**config.mk**
```make
export PLATFORM = sky130hd
export DESIGN_NAME = mfunc_reg_master
export DESIGN_NICKNAME = d
export VERILOG_FILES = /design/src/rtl/mfunc_reg_pkg.sv /design/src/rtl/mfunc_rd_mux.sv /design/src/rtl/mfunc_reg_master.sv
export SDC_FILE = /design/constraint.sdc
export NUM_CORES = 1
export LEC_CHECK = 0
export ABC_AREA = 1
export CAP_MARGIN = 20
export CELL_PAD_IN_SITES_DETAIL_PLACEMENT = 1
export CELL_PAD_IN_SITES_GLOBAL_PLACEMENT = 1
export CORE_MARGIN = 2
export CORE_UTILIZATION = 24
export CTS_CLUSTER_DIAMETER = 40
export DETAILED_ROUTE_END_ITERATION = 8
export GPL_TIMING_DRIVEN = 0
export PLACE_DENSITY = 0.87
export SYNTH_ARGS = -nofsm -noshare
export SYNTH_HDL_FRONTEND = slang
export SYNTH_SLANG_ARGS = --single-unit
```
**constraint.sdc**
```tcl
create_clock -name clk -period 1.2 [get_ports clk]
set_input_delay 0.24 -clock clk [delete_from_list [all_inputs] [get_ports clk]]
set_output_delay 0.24 -clock clk [all_outputs]
set_load 0.02 [all_outputs]
```
**src/rtl/mfunc_reg_pkg.sv**
```systemverilog
// Shared definitions for the register master: FSM encoding, field widths
// and a helper that extracts the sub-block select from a host address.
package mfunc_reg_pkg;

  localparam int ADDR_W     = 16;
  localparam int SUB_ADDR_W = 12;
  localparam int DATA_W     = 32;
  localparam int SEL_W      = 4;
  localparam int CNT_W      = 16;

  typedef enum logic [1:0] {
    ST_IDLE   = 2'd0,
    ST_ACCESS = 2'd1,
    ST_RESP   = 2'd2
  } state_t;

  // Upper nibble of the host address picks the sub-block.
  function automatic logic [SEL_W-1:0] addr_sel(input logic [ADDR_W-1:0] addr);
    return addr[ADDR_W-1:ADDR_W-SEL_W];
  endfunction

endpackage

```
**src/rtl/mfunc_rd_mux.sv**
```systemverilog
// Combinational read-slice selector: picks the 32-bit slice of the
// concatenated sub-block read bus addressed by i_sel, and flags selects
// that point past the last attached sub-block (data is then 0).
module mfunc_rd_mux
  import mfunc_reg_pkg::*;
#(
  parameter int NUM_SUB = 4
) (
  input  logic [SEL_W-1:0]          i_sel,
  input  logic [NUM_SUB*DATA_W-1:0] i_rd_data,
  output logic [DATA_W-1:0]         o_rd_data,
  output logic                      o_out_of_range
);

  // Scan every attached slice; a hit replaces the zero default and clears the flag.
  always_comb begin
    o_rd_data      = {DATA_W{1'b0}};
    o_out_of_range = 1'b1;
    for (int n = 0; n < NUM_SUB; n++) begin
      o_rd_data      = (i_sel == SEL_W'(n)) ? i_rd_data[n*DATA_W +: DATA_W] : o_rd_data;
      o_out_of_range = (i_sel == SEL_W'(n)) ? 1'b0 : o_out_of_range;
    end
  end

endmodule

```
**src/rtl/mfunc_reg_master.sv**
```systemverilog
// Host-to-register-bus master. One command at a time flows through
// IDLE (accept) -> ACCESS (one-cycle strobe / read sample) -> RESP
// (response held until the host takes it). All outputs except cmd_ready
// are registered; cmd_ready is a pure decode of the state register.
module mfunc_reg_master
  import mfunc_reg_pkg::*;
#(
  parameter int NUM_SUB = 4
) (
  input  logic                      clk,
  input  logic                      rst_n,
  input  logic                      cmd_valid,
  output logic                      cmd_ready,
  input  logic                      cmd_write,
  input  logic [ADDR_W-1:0]         cmd_addr,
  input  logic [DATA_W-1:0]         cmd_wdata,
  output logic                      rsp_valid,
  input  logic                      rsp_ready,
  output logic [DATA_W-1:0]         rsp_rdata,
  output logic                      rsp_err,
  output logic [NUM_SUB-1:0]        reg_wr_en,
  output logic [SUB_ADDR_W-1:0]     sub_reg_addr,
  output logic [DATA_W-1:0]         reg_wr_data,
  input  logic [NUM_SUB*DATA_W-1:0] reg_rd_data,
  output logic [CNT_W-1:0]          txn_cnt
);

  state_t                r_state;
  logic                  r_write;
  logic [SEL_W-1:0]      r_sel;
  logic [NUM_SUB-1:0]    r_wr_en;
  logic [SUB_ADDR_W-1:0] r_sub_reg_addr;
  logic [DATA_W-1:0]     r_reg_wr_data;
  logic                  r_rsp_valid;
  logic [DATA_W-1:0]     r_rsp_rdata;
  logic                  r_rsp_err;
  logic [CNT_W-1:0]      r_txn_cnt;

  logic [NUM_SUB-1:0]    w_wr_en_next;
  logic [DATA_W-1:0]     w_mux_data;
  logic                  w_mux_oor;

  // Strobe pattern for an incoming command; an unmapped select matches no bit.
  always_comb begin
    w_wr_en_next = {NUM_SUB{1'b0}};
    for (int n = 0; n < NUM_SUB; n++) begin
      w_wr_en_next[n] = cmd_write && (addr_sel(cmd_addr) == SEL_W'(n));
    end
  end

  mfunc_rd_mux #(
    .NUM_SUB (NUM_SUB)
  ) u_rd_mux (
    .i_sel          (r_sel),
    .i_rd_data      (reg_rd_data),
    .o_rd_data      (w_mux_data),
    .o_out_of_range (w_mux_oor)
  );

  // Transaction FSM; strobe/address/data are loaded at acceptance so they are
  // valid throughout ACCESS, and hold their values afterwards (strobe excepted).
  always_ff @(posedge clk or negedge rst_n) begin
    if (!rst_n) begin
      r_state        <= ST_IDLE;
      r_write        <= 1'b0;
      r_sel          <= {SEL_W{1'b0}};
      r_wr_en        <= {NUM_SUB{1'b0}};
      r_sub_reg_addr <= {SUB_ADDR_W{1'b0}};
      r_reg_wr_data  <= {DATA_W{1'b0}};
      r_rsp_valid    <= 1'b0;
      r_rsp_rdata    <= {DATA_W{1'b0}};
      r_rsp_err      <= 1'b0;
      r_txn_cnt      <= {CNT_W{1'b0}};
    end else begin
      case (r_state)
        ST_IDLE: begin
          if (cmd_valid) begin
            r_state        <= ST_ACCESS;
            r_write        <= cmd_write;
            r_sel          <= addr_sel(cmd_addr);
            r_wr_en        <= w_wr_en_next;
            r_sub_reg_addr <= cmd_addr[SUB_ADDR_W-1:0];
            r_reg_wr_data  <= cmd_wdata;
          end
        end
        ST_ACCESS: begin
          r_state     <= ST_RESP;
          r_wr_en     <= {NUM_SUB{1'b0}};
          r_rsp_valid <= 1'b1;
          r_rsp_err   <= w_mux_oor;
          r_rsp_rdata <= (!r_write && !w_mux_oor) ? w_mux_data : {DATA_W{1'b0}};
        end
        ST_RESP: begin
          if (rsp_ready) begin
            r_state     <= ST_IDLE;
            r_rsp_valid <= 1'b0;
            r_txn_cnt   <= r_txn_cnt + 16'd1;
          end
        end
        default: begin
          r_state     <= ST_IDLE;
          r_wr_en     <= {NUM_SUB{1'b0}};
          r_rsp_valid <= 1'b0;
        end
      endcase
    end
  end

  assign cmd_ready    = (r_state == ST_IDLE);
  assign rsp_valid    = r_rsp_valid;
  assign rsp_rdata    = r_rsp_rdata;
  assign rsp_err      = r_rsp_err;
  assign reg_wr_en    = r_wr_en;
  assign sub_reg_addr = r_sub_reg_addr;
  assign reg_wr_data  = r_reg_wr_data;
  assign txn_cnt      = r_txn_cnt;

endmodule
```
## Word-level counts from Yosys, hierarchy flattened

Cells that the tools add are included.

- Add/subtract/negate cells: 1
- Equal/unequal tests: 10
- Muxes and demuxes: 16
- Bitwise operators: 2
- Reduce and logical (&&, ||, !) cells: 15

Operator list:

| cell | count |
|---|---|
| $mux W32 | 5 |
| $add A16 B1 Y16 const B | 1 |
| $eq A4 B2 Y1 const B | 4 |
| $reduce_and A2 Y1 | 5 |
| $eq A4 B1 Y1 const B | 2 |
| $logic_not A4 Y1 | 2 |
| $pmux W4 S2 | 1 |
| $pmux W2 S3 | 1 |
| $logic_and A1 B1 Y1 | 5 |
| $mux W1 | 5 |
| $mux W2 | 2 |
| $mux W4 | 1 |
| $ne A2 B2 Y1 const B | 2 |
| $pmux W1 S3 | 1 |
| $eq A2 B1 Y1 const B | 1 |
| $eq A2 B2 Y1 const B | 1 |
| $logic_not A1 Y1 | 2 |
| $logic_not A2 Y1 | 1 |
| $not A1 Y1 | 2 |

- Bits in registers: 105
- Bits of input ports: 181
- Output and inout bits: 99
- Logic and storage cells: 54

## Logic depth before layout (Yosys ltp)

- Depth after elaboration: 8
- Mapped depth: 9
- Mapped depth without buffers: 8

## Cells and area by module

From an unflattened synthesis, not the netlist that was laid out.

- Cells, all modules: 667
- Area, all modules: 5,372.7 µm²

Modules (own cells, without submodules):

| module | instances | cells each | area each (µm²) | sequential area each (µm²) |
|---|---|---|---|---|
| mfunc_reg_master | 1 | 472 | 4,276.6 | 2,627.5 |
| mfunc_rd_mux | 1 | 195 | 1,096.1 | 0.0 |

## Worst setup path before layout

Ideal clock, no wire load.

- Kind: register to register
- Start point: register r_txn_cnt[0], in the netlist txn_cnt[0]
- End point: register r_txn_cnt[10], in the netlist txn_cnt[10]
- Setup time: 0.118 ns
- Arrival: 1.258 ns
- Required time: 1.082 ns
- Slack: -0.176 ns
- Stages on the path, launching flop included: 7
- Buffers on the path: 0
- Period minus slack after synthesis: 1.376 ns
- Path through: dfrtp_1 > ha_1 > nand3_1 > nor2_1 > nand3_1 > xor2_1 > inv_1

- Cells in the longest elaborated chain, start to end: 1

RTL lines:

| item | line | RTL |
|---|---|---|
| start: declaration | mfunc_reg_master.sv:37 | `logic [CNT_W-1:0] r_txn_cnt;` |
| start signal: assignment | mfunc_reg_master.sv:73 | `r_txn_cnt <= {CNT_W{1'b0}};` |
| start signal: assignment | mfunc_reg_master.sv:97 | `r_txn_cnt <= r_txn_cnt + 16'd1;` |
| $add A16 B1 Y16 | mfunc_reg_master.sv:97 |  |

Every way passes these cells.
A chain may end at the register's enable or synchronous reset.

## Worst setup path in the final report

- Start point: register r_txn_cnt[5], in the netlist txn_cnt[5]
- End point: register r_txn_cnt[15], in the netlist txn_cnt[15]

The elaborated chain is that of the path after synthesis.

==> flow_metrics.tcl <==
set metrics [dict create \
    critical_path_class "register to register" \
    place_area_um2 8350 \
    vias 5878 \
    p_clk_frac 0.165 \
    syn_avg_cell_area_um2 7.44 \
    synthTopCellsByArea "dfrtp_1, nand2_1, nor2_1" \
    synth.ff_latch_count 105 \
    cts_root_buf "clkbuf_16" \
    violations "setup timing" \
    final_nets 1213 \
    cts_made_buffers 9 \
    fp.coreArea_um2 21000 \
    pwr-share-seq 0.297 \
    post-route-period-util 1.25 \
    drv_cap 0 \
    wl_per_cell_um 17.2 \
    die_y_um 150 \
    post-dp-hpwl_um 15700 \
    cts.sinks 105 \
    maxSlewViolCount 0 \
    netlist.area_leader.share 0.515 \
    sw_frac_of_total 0.438 \
    vdd_ir_drop_max_uv 893 \
    drt_iter0_markers 142 \
    power_leakage_nw 4.70 \
    syn_inst 685 \
    synth_edf_count 0 \
    switchingPower_mw 8.66 \
    comb_power_share 0.538 \
    synth_commonest_cells "nand2_1, dfrtp_1, nor2_1, nand3_1, o21ai_0" \
    fmax_ghz 0.667 \
    async_reset_ff_frac 1.00 \
    gp_congestion 0.804 \
    ioPinCount 280 \
    synthDistinctLibCells 23 \
    startpoint_type "register" \
    crit_required_ps 1490 \
    grt_use_total 0.190 \
    finish.instance_area_um2 9270 \
    portBuffers 279 \
    routed_wl_um 22500 \
    arrival_ps 1790 \
    synth_top_flop_cell "dfrtp_1" \
    grt.overflow.total 0 \
    relSlewSlack 0.730 \
    drive_gt1_frac 0.286 \
    num-fill-cells 2547 \
    antenna_found_initial 0 \
    syn-num-nets 867 \
    antenna-diode-count 0 \
    cts_tree "built" \
    dpl.cell_count 1240 \
    hold_viol_final 0 \
    dr.pass1.iters 4 \
    period_needed_ps 1500 \
    dieArea_um2 22400 \
    yosysWarnings 0 \
    min_path_type "input port to asynchronous set/reset pin" \
    route.detailed.drc 0 \
    cts-htree-levels 3 \
    worstSkewPairLatency_ps 360 \
    setup_slack_ps -299 \
    cp_max_fo 5 \
    grt_max_degree 75 \
    start_util 0.243 \
    ant_nets 0 \
    setup_viol 103 \
    status "complete, but fails checks" \
    clk_path_buf_depth 2 \
    final_cells 1311 \
    rows 53 \
    dieWidth_um 150 \
    viasPerCell 4.48 \
    syn-cell-area_um2 5100 \
    clock_skew_ps 11.7 \
    path_clk_slew_ps 80 \
    power_density_nw_per_um2 2130 \
    synth.most_common_cell "nand2_1" \
    worst_pin_slew_ps 405 \
    cp-end-kind "register" \
    first_global_vias 6087 \
    seq_area_frac_synth 0.515 \
    yosys.area.top_type "dfrtp_1" \
    grt_pass1_wl_um 33000 \
    rsz0062_at_grt "true" \
    area_delta_synth_final_pct 81.9 \
    p_int_mw 11.1 \
]
-- through the flow --
stage | setup TNS (ps) | power (mW) | util | worst slack [ps] | hold slack (ps)
3_5_place_dp | -41620 | 15.7 | 0.398 | -490 | 159
3_3_place_gp | -518260 | 15.4 | 0.397 | -4990 | 453
4_1_cts | -15560 | 18.6 | 0.412 | -227 | 344
6_report | -18540 | 19.8 | 0.442 | -299 | 338
5_1_grt | -26550 | 21.1 | 0.442 | -411 | 359
2_1_floorplan | -1050 | 10.8 | - | -40.2 | -55.6
-- sequential cells by signal, indices dropped and copies added (netlist names) --
| register | flops |
|---|---|
| sub_reg_addr | 12 |
| rsp_rdata | 32 |
| r_sel | 4 |
| r_write | 1 |
| rsp_err | 1 |
| reg_wr_en | 4 |
| txn_cnt | 16 |
| reg_wr_data | 32 |
| rsp_valid | 1 |
| r_state | 2 |
-- placed cells by master, fill, tap and decap left out, drive strengths merged --
cell / instances
a21oi: 2
buf: 180
bufinv: 1
clkbuf: 17
clkdlybuf4s50: 179
clkinv: 2
dfrtp: 105
dlygate4sd3: 1
ha: 1
inv: 25
nand2: 334
nand3: 40
nand4: 9
nor2: 80
nor3: 4
o21ai: 41
o31ai: 2
xnor2: 7
xor2: 6
-- layout make-up --
type,count,area (µm²),share of cell area
clock buffers,10,239,0.0258
multi-input cells,526,2530,0.273
flip-flops and latches,105,2640,0.285
inverters,22,97.6,0.0105
repair buffers,335,2980,0.321
well taps,275,344,0.0371
plain buffers,32,352,0.0379
clock inverters,6,83.8,0.00904
-- power groups by stage --
stage               registers, mW  clock network, mW  logic [mW]
floorplan                    7.41                  0        3.36
global placement             5.84                  0        9.55
detailed placement           5.90                  0        9.76
CTS                          5.84               3.39        9.40
global route                 6.04               3.53        11.6
finish                       5.87               3.26        10.6
-- critical path, stage by stage, from the launching register on --
cell and delay [ps]:
dfrtp_2 460, nand3_1 190, nor2_1 300, nand4_1 190, nand2_1 140, nand2_1 80, inv_1 70
-- per-layer routing --
metal	part of all wire	track usage	wire length, µm
met1	0.40	0.222	8910
met2	0.51	0.330	11400
met3	0.075	0.0570	1700
met4	0.024	0.0675	543
met5	0	0	0
-- cells by family (layout without fill, tap and decap cells) --
| group | after synthesis | after routing | share of synthesized area |
|---|---|---|---|
| fa+ha+maj | 1 | 1 | 0.00245 |
| simple gates | 467 | 467 | 0.367 |
| buf+inv | 54 | 405 | 0.0476 |
| xor+xnor | 13 | 13 | 0.0223 |
| compound gates | 45 | 45 | 0.0452 |
| flops | 105 | 105 | 0.515 |
-- final timing paths --
check,startpoint,to,slack [ps],depth (start not counted)
hold / removal,rst_n,rsp_rdata[24],340,2
setup reg to reg,txn_cnt[5],txn_cnt[15],-300,6
setup / recovery,txn_cnt[5],txn_cnt[15],-300,6
max in group asynchronous,rst_n,r_state[1],140,3
hold reg to reg,sub_reg_addr[1],sub_reg_addr[1],480,2
min in group clk,cmd_wdata[21],reg_wr_data[21],410,3
-- repair_timing --
action / 4_1_cts / 5_1_grt
pin swaps: 10 / 29
resized for setup: 478 / 142
setup buffers: 26 / 22
setup endpoints to repair: 197 / 118
endpoints found under the hold margin: 31 / 0
gates cloned: 3 / 4
hold buffers: 1 / 0
No activity file was read; power rests on OpenSTA's default activity.
